===== src/rtl/fetch_unit.sv =====
// fetch_unit: instruction-fetch stage. Holds the program counter, presents it to
// the instruction memory, and captures the returned word into the IF/ID register.
// Supports hazard stalls, ID-stage redirects (the delay slot is kept), flushes,
// and tags fetches from misaligned or out-of-window addresses as faults.
module fetch_unit #(
  parameter logic [31:0] RESET_PC = 32'h0000_3000,
  parameter int          IM_WORDS = 4096,
  parameter int          DATA_W   = 32
) (
  input  logic              clk,
  input  logic              reset,
  input  logic              stall,
  input  logic              redirect_valid,
  input  logic [DATA_W-1:0] redirect_pc,
  input  logic              flush,
  input  logic [DATA_W-1:0] flush_pc,
  output logic [DATA_W-1:0] pc,
  input  logic [DATA_W-1:0] instr_i,
  output logic [DATA_W-1:0] id_instr,
  output logic [DATA_W-1:0] id_pc,
  output logic [DATA_W-1:0] id_pc8,
  output logic              id_valid,
  output logic              id_fault,
  output logic [DATA_W-1:0] fetch_count
);

  // Size of the legal fetch window in bytes, starting at RESET_PC.
  localparam logic [DATA_W-1:0] WIN_BYTES = DATA_W'(IM_WORDS * 4);

  // An address faults when misaligned or outside [RESET_PC, RESET_PC+WIN_BYTES).
  // The subtraction wraps, so addresses below RESET_PC become huge and fault too.
  function automatic logic fetch_fault(input logic [DATA_W-1:0] addr);
    logic [DATA_W-1:0] off;
    off = addr - RESET_PC;
    return (addr[1:0] != 2'b00) || (off >= WIN_BYTES);
  endfunction

  // Sequential-address arithmetic, modulo 2^DATA_W with no overflow indication.
  function automatic logic [DATA_W-1:0] pc_add(input logic [DATA_W-1:0] addr,
                                               input logic [DATA_W-1:0] inc);
    return addr + inc;
  endfunction

  logic              fault_p0;
  logic [DATA_W-1:0] pc_plus4_p0;
  logic [DATA_W-1:0] pc_plus8_p0;
  logic [DATA_W-1:0] instr_p0;
  logic              advance_p0;

  // ---- Stage p0: fetch at pc, combinational memory return ----
  // Fault check and sequential addresses derived from the current pc.
  always_comb begin
    fault_p0    = fetch_fault(pc);
    pc_plus4_p0 = pc_add(pc, DATA_W'(4));
    pc_plus8_p0 = pc_add(pc, DATA_W'(8));
    instr_p0    = fault_p0 ? '0 : instr_i;
    advance_p0  = !flush && !stall;
  end

  // Program counter: flush restart beats stall, which beats redirect / pc+4.
  always_ff @(posedge clk or negedge reset) begin
    if (!reset) begin
      pc <= RESET_PC;
    end else if (flush) begin
      pc <= flush_pc;
    end else if (!stall) begin
      pc <= redirect_valid ? redirect_pc : pc_plus4_p0;
    end
  end

  // ---- Stage p1: IF/ID register ----
  // IF/ID capture; a flush leaves a bubble, a stall holds the current entry.
  always_ff @(posedge clk or negedge reset) begin
    if (!reset) begin
      id_instr <= '0;
      id_pc    <= '0;
      id_pc8   <= '0;
      id_valid <= 1'b0;
      id_fault <= 1'b0;
    end else if (flush) begin
      id_instr <= '0;
      id_pc    <= '0;
      id_pc8   <= '0;
      id_valid <= 1'b0;
      id_fault <= 1'b0;
    end else if (!stall) begin
      id_instr <= instr_p0;
      id_pc    <= pc;
      id_pc8   <= pc_plus8_p0;
      id_valid <= 1'b1;
      id_fault <= fault_p0;
    end
  end

  // Count of fetches accepted into IF/ID; wraps naturally at 2^DATA_W.
  always_ff @(posedge clk or negedge reset) begin
    if (!reset) begin
      fetch_count <= '0;
    end else if (advance_p0) begin
      fetch_count <= pc_add(fetch_count, DATA_W'(1));
    end
  end

endmodule


===== config.mk =====
export PLATFORM = sky130hd
export DESIGN_NAME = fetch_unit
export DESIGN_NICKNAME = d
export VERILOG_FILES = /design/src/rtl/fetch_unit.sv
export SDC_FILE = /design/constraint.sdc
export NUM_CORES = 1
export LEC_CHECK = 0
export ABC_AREA = 1
export CORE_MARGIN = 2
export CORE_UTILIZATION = 50
export DETAILED_ROUTE_END_ITERATION = 7
export PLACE_DENSITY = 0.84
export SYNTH_ARGS = -nofsm -noshare
export SYNTH_HDL_FRONTEND = slang
export SYNTH_SLANG_ARGS = --single-unit

===== constraint.sdc =====
create_clock -name clk -period 3.3 [get_ports clk]
set_input_delay 0.99 -clock clk [delete_from_list [all_inputs] [get_ports clk]]
set_output_delay 0.99 -clock clk [all_outputs]
set_load 0.005 [all_outputs]

-- Word-level counts from Yosys, hierarchy flattened
Index checks and enable logic that the tools add are counted.
- order comparisons: 1
- multiplexer cells: 14
- $add $sub $neg: 4
- equality and inequality tests: 1
- reduce and logical (&&, ||, !) cells: 5
- operators with widths (operator ; number):
    $mux 32 ; 10
    $add 32x1->32 const B ; 1
    $add 32x3->32 const B ; 1
    $add 32x4->32 const B ; 1
    $ge 32x15->1 const B ; 1
    $sub 32x14->32 const B ; 1
    $mux 1 ; 4
    $logic_not 1->1 ; 2
    $ne 2x1->1 const B ; 1
    $reduce_bool 2->1 ; 1
    $logic_and 1x1->1 ; 1
    $logic_or 1x1->1 ; 1
- bits of input ports: 101
- flip-flop bits (word level): 162
- output and inout bits: 162
- logic and storage cells: 32

-- Depth between registers and ports, before layout
Gate-level depths: netlist of run 1.
- depth after elaboration: 6
- depth in mapped cells: 13
- mapped depth without buffers: 12

-- Worst setup path after synthesis of run 1
OpenSTA, ideal clock, no wires.
- kind: input -> register
- start: input port flush
- end: register fetch_count[21]
- arrival: 2252 ps
- data required time: 3221 ps
- path buffers: 1
- slack: 968 ps
- stages: 11
- setup time: 79 ps
- cells stage by stage: buf_2 -> inv_2 -> nand2_4 -> nor2_2 -> nand2_1 -> nor2_1 -> nand2_1 -> nor2_1 -> nand2_1 -> nor3_2 -> xor2_1
- cells in the longest elaborated chain, start to end: 2
- RTL lines (what ; line ; RTL):
    from (decl) ; 15 ; input logic flush,
    $logic_not 1->1 ; 57 ; advance_p0 = !flush && !stall;
    $logic_and 1x1->1 ; 57 ;
    to (signal assigned) ; 100 ; fetch_count <= pc_add(fetch_count, DATA_W'(1));
    to (decl) ; 24 ; output logic [DATA_W-1:0] fetch_count
Every way passes these cells.
A chain may end at the register's enable or synchronous reset.

-- Final worst setup path of run 1
- start: register pc[15]
- end: output port pc[15]
- RTL lines (what ; line ; RTL):
    from (decl) ; 17 ; output logic [DATA_W-1:0] pc,
    from (signal assigned) ; 65 ; pc <= flush_pc;
    from (signal assigned) ; 67 ; pc <= redirect_valid ? redirect_pc : pc_plus4_p0;
No word-level cell between the ends.

==> run summary, run 1 <==
- **drt via density** 5.54
- **share of post-route cells with drive strength above 1** 0.0851
- **Post-Synthesis Cells** 1,180
- **fill cell count** 1,475
- **dominant delay contributor by cell family on the critical path** flip-flops
- **outcome** finished, final reports clean
- **worst-case vdd ir drop** 0.000343 V
- **Yosys top cell by area** sky130_fd_sc_hd__dfrtp_1
- **count of unresolved DRC violations after routing** 0
- **number of register bits inferred by synthesis** 159
- **number of different library cells in the post-synthesis netlist** 41
- **area share of the largest cell type after synthesis** 0.433
- **placed instance count** 1,630
- **clock net sink count** 159
- **measured slew at the worst slew-check pin** 817 ps
- **post-CTS sizing** 0
- **sequence of cells on the critical path** clkdlybuf4s50_1
- **number of pins with negative max-slew slack in the final report** 0
- **number of nets in the synthesized netlist** 1,285
- **Remaining Overflow, GRT** 0
- **net count of the finished layout** 1,525
- **ys flop type** sky130_fd_sc_hd__dfrtp_1
- **Post-Place Setup Slack** 298 ps
- **global-route wire length before repair** 47,400 microns
- **root buffer cell** sky130_fd_sc_hd__clkbuf_16
- **CP Capture Type** output pin
- **worst clock skew** 8.61 ps
- **Critical Path Start Type** flip-flop
- **GRT Resource Usage Total** 0.308
- **P_leak** 5.71 nW
- **share of flip-flops with an asynchronous set or reset after synthesis** 1.00
- **top post-synthesis cells by area** sky130_fd_sc_hd__dfrtp_1 43%, sky130_fd_sc_hd__nand2_1 14%, sky130_fd_sc_hd__nor2_1 6.1%
- **relative area change from synthesis to final layout** 36.8%
- **I/O Buffers** 262
- **number of cell instances on the worst register-to-register path** 11
- **number of global-route vias before repair** 9,093
- **register clock-pin slew on the reported worst setup and hold paths** 70 ps
- **Crit Path Category** reg -> out
- **# setup viols final** 0
- **Yosys Warn Count** 0
- **Hold Fails Final Rpt** 0
- **clock period minus worst slack** 2720 ps
- **RSZ-0062 raised after global routing** no
- **Cell Area, Synth** 0.00908 sq mm
- **hold buffer count at cts** 0
- **post-route fraction of the period consumed by the critical path** 0.823
- **insertion delay to the later sink of the worst-skew pair** 430 ps
- **largest net degree at the start of global routing** 71
- **FP Rows** 49
- **Max-cap violations** 0
- **Power per Cell Area** 430 mW/mm^2
- **final standard cell count with taps included and fillers excluded** 1,663
- **Worst Hold Path Cells** 2
- **critical path buffer and inverter count** 1
- **worst setup slack after layout** 583 ps
- **max_slew headroom** 0.456
- **deepest clock path buffer count** 2
- **type of the worst min-delay path** reg -> reg
- **Mapped Avg Cell Area** 7.70 sq um
- **CP max-delay cell** sky130_fd_sc_hd__dfrtp_1
- **I/O pin count** 263
- **number of setup buffers added after CTS** 0
- **sequential cell area in the final layout** 0.00398 sq mm
- **CTS tree** yes
- **Final ANT Viol Nets** 0
- **Iter 0 DRT Violations** 821
- **area of combinational cells with multiple inputs** 0.00434 sq mm
- **Max Clk Rate** 368 MHz
- **final HPWL from detailed placement** 21,400 microns
- **stage delay of the slowest cell on the critical path** 690 ps
- **Critical Path RT** 2310 ps
- **Chip Height** 139 microns
- **via count** 9,205
- **final-layout setup total negative slack** 0 ps
- **H-tree Lvls** 4
- **sum of routed wire length over all layers** 29,600 microns
- **area of the core region** 0.0179 sq mm
- **TritonCTS Buffers** 17
- **post-detailed-route wirelength per cell** 17.8 microns
- **drt first pass iters** 6
- **CP Depth** 1
- **highest fanout seen on the critical path** 10
- **initial standard-cell utilization of the core** 0.507
- **number of flops mapped to enable cells by yosys** 0
- **part of the Yosys area used for sequential elements** 0.438
- **placer congestion estimate** 0.963
- **signal arrival time at the worst endpoint** 1730 ps
- **die footprint** 0.0193 sq mm
- **antenna violations before repair** 0
- **floorplan die width** 139 microns
## path summary, 6_finish.rpt
path                                endpoint  slack [ps]  startpoint
worst max register to register  id_instr[27]         730      pc[16]
worst min-delay path               id_pc[16]         480   id_pc[16]
min in group asynchronous       id_instr[10]         500       reset
worst max-delay path                  pc[15]         580      pc[15]
max in group asynchronous         id_pc8[16]        2030       reset
worst min register to register     id_pc[16]         480   id_pc[16]
## cell type report
| cell class | instances | share of cell area |
|---|---|---|
| Multi-Input combinational cell | 846 | 0.349 |
| Sequential cell | 159 | 0.321 |
| Timing Repair Buffer | 279 | 0.225 |
| Inverter | 117 | 0.0354 |
| Clock buffer | 18 | 0.0345 |
| Tap cell | 229 | 0.0231 |
| Clock inverter | 14 | 0.0125 |
| Antenna cell | 1 | 0.000201 |
## through the flow
step	utilization	power [mW]	cell area (sq um)	hold slack (ps)
4_1_cts	0.694	5.34	12400	482
3_3_place_gp	0.661	3.35	11800	460
5_1_grt	0.694	5.56	12400	487
6_report	0.694	5.34	12400	479
3_5_place_dp	0.661	3.37	11800	465
2_1_floorplan	-	2.75	9080	465
## sequential cells by signal (all words and copies together), names as in the netlist
register and flops:
pc 32, id_pc 32, fetch_count 32, id_pc8 29, id_fault 1, id_valid 1, id_instr 32
## report_power, final
group | internal, mW | total (mW) | switching, mW
clock | 1.13 | 1.99 | 0.862
sequential | 2.09 | 2.30 | 0.216
combinational | 0.523 | 1.05 | 0.523
total | 3.74 | 5.34 | 1.60
## metal layers
metal	vias up	global-route usage	share of wire
met5	-	0	0
met1	4272	0.388	0.39
met4	0	0.133	0.043
li1	4270	-	-
met2	558	0.503	0.47
met3	105	0.0808	0.10
## layout by cell type (no fill, tap or decap), types with 3 or more instances in the layout
| master | netlist | final |
|---|---|---|
| sky130_fd_sc_hd__a21oi_1 | 6 | 6 |
| sky130_fd_sc_hd__inv_1 | 110 | 110 |
| sky130_fd_sc_hd__o211ai_1 | 23 | 23 |
| sky130_fd_sc_hd__nand4_1 | 27 | 27 |
| sky130_fd_sc_hd__nor3_1 | 17 | 17 |
| sky130_fd_sc_hd__o21ai_0 | 62 | 62 |
| sky130_fd_sc_hd__nor2_1 | 148 | 147 |
| sky130_fd_sc_hd__inv_6 | 0 | 5 |
| sky130_fd_sc_hd__a22o_1 | 5 | 5 |
| sky130_fd_sc_hd__buf_12 | 0 | 3 |
| sky130_fd_sc_hd__nand3_2 | 32 | 32 |
| sky130_fd_sc_hd__inv_2 | 4 | 5 |
| sky130_fd_sc_hd__ha_1 | 4 | 4 |
| sky130_fd_sc_hd__nand2_4 | 5 | 5 |
| sky130_fd_sc_hd__xor2_1 | 37 | 37 |
| sky130_fd_sc_hd__nand3b_1 | 3 | 3 |
| sky130_fd_sc_hd__o221ai_1 | 11 | 11 |
| sky130_fd_sc_hd__clkinv_4 | 0 | 3 |
| sky130_fd_sc_hd__nand2_2 | 7 | 7 |
| sky130_fd_sc_hd__clkdlybuf4s50_1 | 0 | 261 |
| sky130_fd_sc_hd__nor2_4 | 10 | 12 |
| sky130_fd_sc_hd__clkbuf_16 | 0 | 17 |
| sky130_fd_sc_hd__xnor2_1 | 13 | 13 |
| sky130_fd_sc_hd__buf_4 | 5 | 14 |
| sky130_fd_sc_hd__nand2_1 | 336 | 336 |
| sky130_fd_sc_hd__nor2_2 | 7 | 6 |
| sky130_fd_sc_hd__nand3_1 | 78 | 78 |
| sky130_fd_sc_hd__dfrtp_1 | 157 | 157 |
## cell usage after synthesis (8+ instances only)
cell                       instances
sky130_fd_sc_hd__nor2_1          148
sky130_fd_sc_hd__nand4_1          27
sky130_fd_sc_hd__o21ai_0          62
sky130_fd_sc_hd__xnor2_1          13
sky130_fd_sc_hd__nor2_4           10
sky130_fd_sc_hd__nor3_1           17
sky130_fd_sc_hd__inv_1           110
sky130_fd_sc_hd__nand2_1         336
sky130_fd_sc_hd__xor2_1           37
sky130_fd_sc_hd__o221ai_1         11
sky130_fd_sc_hd__nand3_2          32
sky130_fd_sc_hd__nand3_1          78
sky130_fd_sc_hd__buf_6             8
sky130_fd_sc_hd__dfrtp_1         157
sky130_fd_sc_hd__clkbuf_1         34
sky130_fd_sc_hd__o211ai_1         23
## cell families (layout without fill, tap and decap cells)
logic type	Yosys count	after routing	share of synthesized area
AO/OA/AOI/OAI	116	116	0.0796
flip-flops	159	159	0.438
buffers and inverters	175	428	0.0853
adder cells (fa/ha/maj)	4	4	0.00551
other	0	1	0
XOR/XNOR	50	50	0.0482
AND/OR/NAND/NOR	676	676	0.343
No activity file was read; power rests on OpenSTA's default activity.
==> run 2, diff against run 1 <==
--- a/config.mk
+++ b/config.mk
@@ -7,9 +7,9 @@
 export LEC_CHECK = 0
 export ABC_AREA = 1
 export CORE_MARGIN = 2
-export CORE_UTILIZATION = 50
+export CORE_UTILIZATION = 48
 export DETAILED_ROUTE_END_ITERATION = 7
-export PLACE_DENSITY = 0.84
+export PLACE_DENSITY = 0.81
 export SYNTH_ARGS = -nofsm -noshare
 export SYNTH_HDL_FRONTEND = slang
 export SYNTH_SLANG_ARGS = --single-unit
==> constraint.sdc (replaced) <==
create_clock -name clk -period 2.7 [get_ports clk]
set_input_delay 0.81 -clock clk [delete_from_list [all_inputs] [get_ports clk]]
set_output_delay 0.81 -clock clk [all_outputs]
set_load 0.005 [all_outputs]
==> run 2 against run 1 <==
  * Hold slack worse by 170 ps
  * Worst setup slack worse by 430 ps
  * Total power is 22% higher
==> run summary, run 2 (synthesized netlist as in run 1, its figures left out) <==
- **max_slew headroom** 0.625, was 0.456
- **count of unresolved DRC violations after routing** 0, unchanged
- **Diodes inserted** 0, was 1
- **GRT met2 Usage** 0.498, was 0.503
- **Final ANT Viol Nets** 0, unchanged
- **RSZ-0062 raised after global routing** no, unchanged
- **CP max-delay cell** sky130_fd_sc_hd__dfrtp_1, unchanged
- **GRT Resource Usage Total** 0.297, was 0.308
- **number of cell instances on the worst register-to-register path** 10, was 11
- **Power per Cell Area** 518 mW/mm^2, was 430 mW/mm^2
- **worst clock skew** 10.6 ps, was 8.61 ps
- **final total power** 6.53 mW, was 5.34 mW
- **net count of the finished layout** 1,539, was 1,525
- **final HPWL from detailed placement** 22,000 microns, was 21,400 microns
- **Critical Path Start Type** flip-flop, unchanged
- **worst hold slack** 308 ps, was 479 ps
- **die footprint** 0.0200 sq mm, was 0.0193 sq mm
- **area of combinational cells with multiple inputs** 0.00434 sq mm, unchanged
- **most frequent standard cell in the layout excluding fill and tap cells** sky130_fd_sc_hd__nand2_1, unchanged
- **global-route wire length before repair** 47,000 microns, was 47,400 microns
- **Iter 0 DRT Violations** 670, was 821
- **peak-usage layer in the global routing report** met2, unchanged
- **Crit Path Category** reg -> out, unchanged
- **via count** 9,211, was 9,205
- **measured slew at the worst slew-check pin** 562 ps, was 817 ps
- **drt first pass iters** 6, unchanged
- **type of the worst min-delay path** in -> async, was reg -> reg
- **placer congestion estimate** 0.934, was 0.963
- **sequence of cells on the critical path** clkdlybuf4s50_1, unchanged
- **CTS tree** yes, unchanged
- **share of post-route cells with drive strength above 1** 0.0940, was 0.0851
- **initial standard-cell utilization of the core** 0.487, was 0.507
- **clock net sink count** 159, unchanged
- **sequential cell area in the final layout** 0.00398 sq mm, unchanged
- **endpoint of the lowest-slack register-to-register path** id_pc8[31], was id_instr[27]
- **signal arrival time at the worst endpoint** 1740 ps, was 1730 ps
- **antenna violations before repair** 1, was 0
- **Chip Height** 142 microns, was 139 microns
- **post-route fraction of the period consumed by the critical path** 0.944
- **relative area change from synthesis to final layout** 38.7%, was 36.8%
- **drt via density** 5.48, was 5.54
- **fraction of the core area covered by cells at the end of the flow** 0.676, was 0.694
- **Hold Fails Final Rpt** 0, unchanged
- **TritonCTS Buffers** 17, unchanged
- **met3 Use GR** 0.0803, was 0.0808
- **I/O pin count** 263, unchanged
- **I/O Buffers** 262, unchanged
- **post-CTS sizing** 0, unchanged
- **floorplan die width** 142 microns, was 139 microns
- **hold buffer count at cts** 0, unchanged
- **final-layout setup total negative slack** 0 ps, unchanged
- **Max-cap violations** 0, unchanged
- **number of global-route vias before repair** 9,238, was 9,093
- **area of the core region** 0.0186 sq mm, was 0.0179 sq mm
- **clock period minus worst slack** 2550 ps
- **CP Depth** 1, unchanged
- **Remaining Overflow, GRT** 0, unchanged
- **dominant delay contributor by cell family on the critical path** flip-flops, unchanged
- **number of setup buffers added after CTS** 0, unchanged
- **insertion delay to the later sink of the worst-skew pair** 430 ps, about the same
- **fill cell count** 1,525, was 1,475
- **P_leak** 5.79 nW, was 5.71 nW
- **most frequent cells in the layout** 336 x sky130_fd_sc_hd__nand2_1, 261 x sky130_fd_sc_hd__clkdlybuf4s50_1, 157 x sky130_fd_sc_hd__dfrtp_1, 147 x sky130_fd_sc_hd__nor2_1, 110 x sky130_fd_sc_hd__inv_1, unchanged
- **CP Capture Type** output pin, unchanged
- **worst reg2reg startpoint** pc[7], was pc[16]
- **CP Launch Point** pc[15], unchanged
- **root buffer cell** sky130_fd_sc_hd__clkbuf_16, unchanged
- **worst-case register-to-register setup slack** 380 ps, was 730 ps
- **largest net degree at the start of global routing** 73, was 71
- **number of pins with negative max-slew slack in the final report** 0, unchanged
- **Post-Place Setup Slack** 42.0 ps, was 298 ps
- **worst setup slack after layout** 151 ps, was 583 ps
- **# setup viols final** 0, unchanged
- **post-detailed-route wirelength per cell** 17.5 microns, was 17.8 microns
- **register clock-pin slew on the reported worst setup and hold paths** 70 ps, about the same
- **deepest clock path buffer count** 2, unchanged
- **met1 layer usage reported by global route** 0.366, was 0.388
- **worst-case vdd ir drop** 0.000476 V, was 0.000343 V
- **critical path buffer and inverter count** 1, unchanged
- **highest fanout seen on the critical path** 10, unchanged
- **H-tree Lvls** 4, unchanged
- **sum of routed wire length over all layers** 29,300 microns, was 29,600 microns
- **stage delay of the slowest cell on the critical path** 700 ps, was 690 ps
- **FP Rows** 50, was 49
- **outcome** finished, final reports clean, unchanged
- **Max Clk Rate** 392 MHz
- **worst setup path endpoint** pc[15], unchanged
- **Critical Path RT** 1890 ps, was 2310 ps
run 2: how the worst min path moves through the flow:
stage	slack, ps	cells after the start	end	from
after floorplan	460	1	fetch_count[31]	fetch_count[31]
after global placement	460	1	fetch_count[31]	fetch_count[31]
after detailed placement	460	2	id_instr[6]	id_instr[6]
after CTS	330	1	id_instr[0]	reset
after global routing	340	1	id_instr[0]	reset
final	310	1	id_instr[0]	reset
run 2: through the flow:
stage / cells / cell area [sq um]
floorplan: 1180 / 9080
global placement: 1649 / 12000
detailed placement: 1649 / 12000
CTS: 1681 / 12600
global route: 1681 / 12600
finish: 1681 / 12600
run 2: per-layer routing:
layer,vias up,share of wire
met1,4339,0.40
met3,68,0.098
met2,492,0.48
met4,2,0.027
li1,4310,-
met5,-,0.00044
run 2: layout make-up:
type	instances	area share
tap	234	0.0232
clock inverter	14	0.0124
clock buffer	18	0.0341
multi-input combinational	846	0.345
inverter	117	0.0349
sequential	159	0.316
timing repair buffer	293	0.235
run 2: power breakdown:
| group | internal, mW | switching, mW |
|---|---|---|
| Sequential | 2.55 | 0.263 |
| Combinational | 0.659 | 0.652 |
| Clock | 1.38 | 1.03 |
| Total | 4.59 | 1.94 |
==> run 3, diff against run 2 <==
--- a/config.mk
+++ b/config.mk
@@ -8,8 +8,10 @@
 export ABC_AREA = 1
 export CORE_MARGIN = 2
 export CORE_UTILIZATION = 48
+export CTS_CLUSTER_DIAMETER = 30
 export DETAILED_ROUTE_END_ITERATION = 7
 export PLACE_DENSITY = 0.81
 export SYNTH_ARGS = -nofsm -noshare
 export SYNTH_HDL_FRONTEND = slang
 export SYNTH_SLANG_ARGS = --single-unit
+export TNS_END_PERCENT = 20
==> results of run 3 <==
The final DEF is identical to that of run 2; final timing and power are the same.
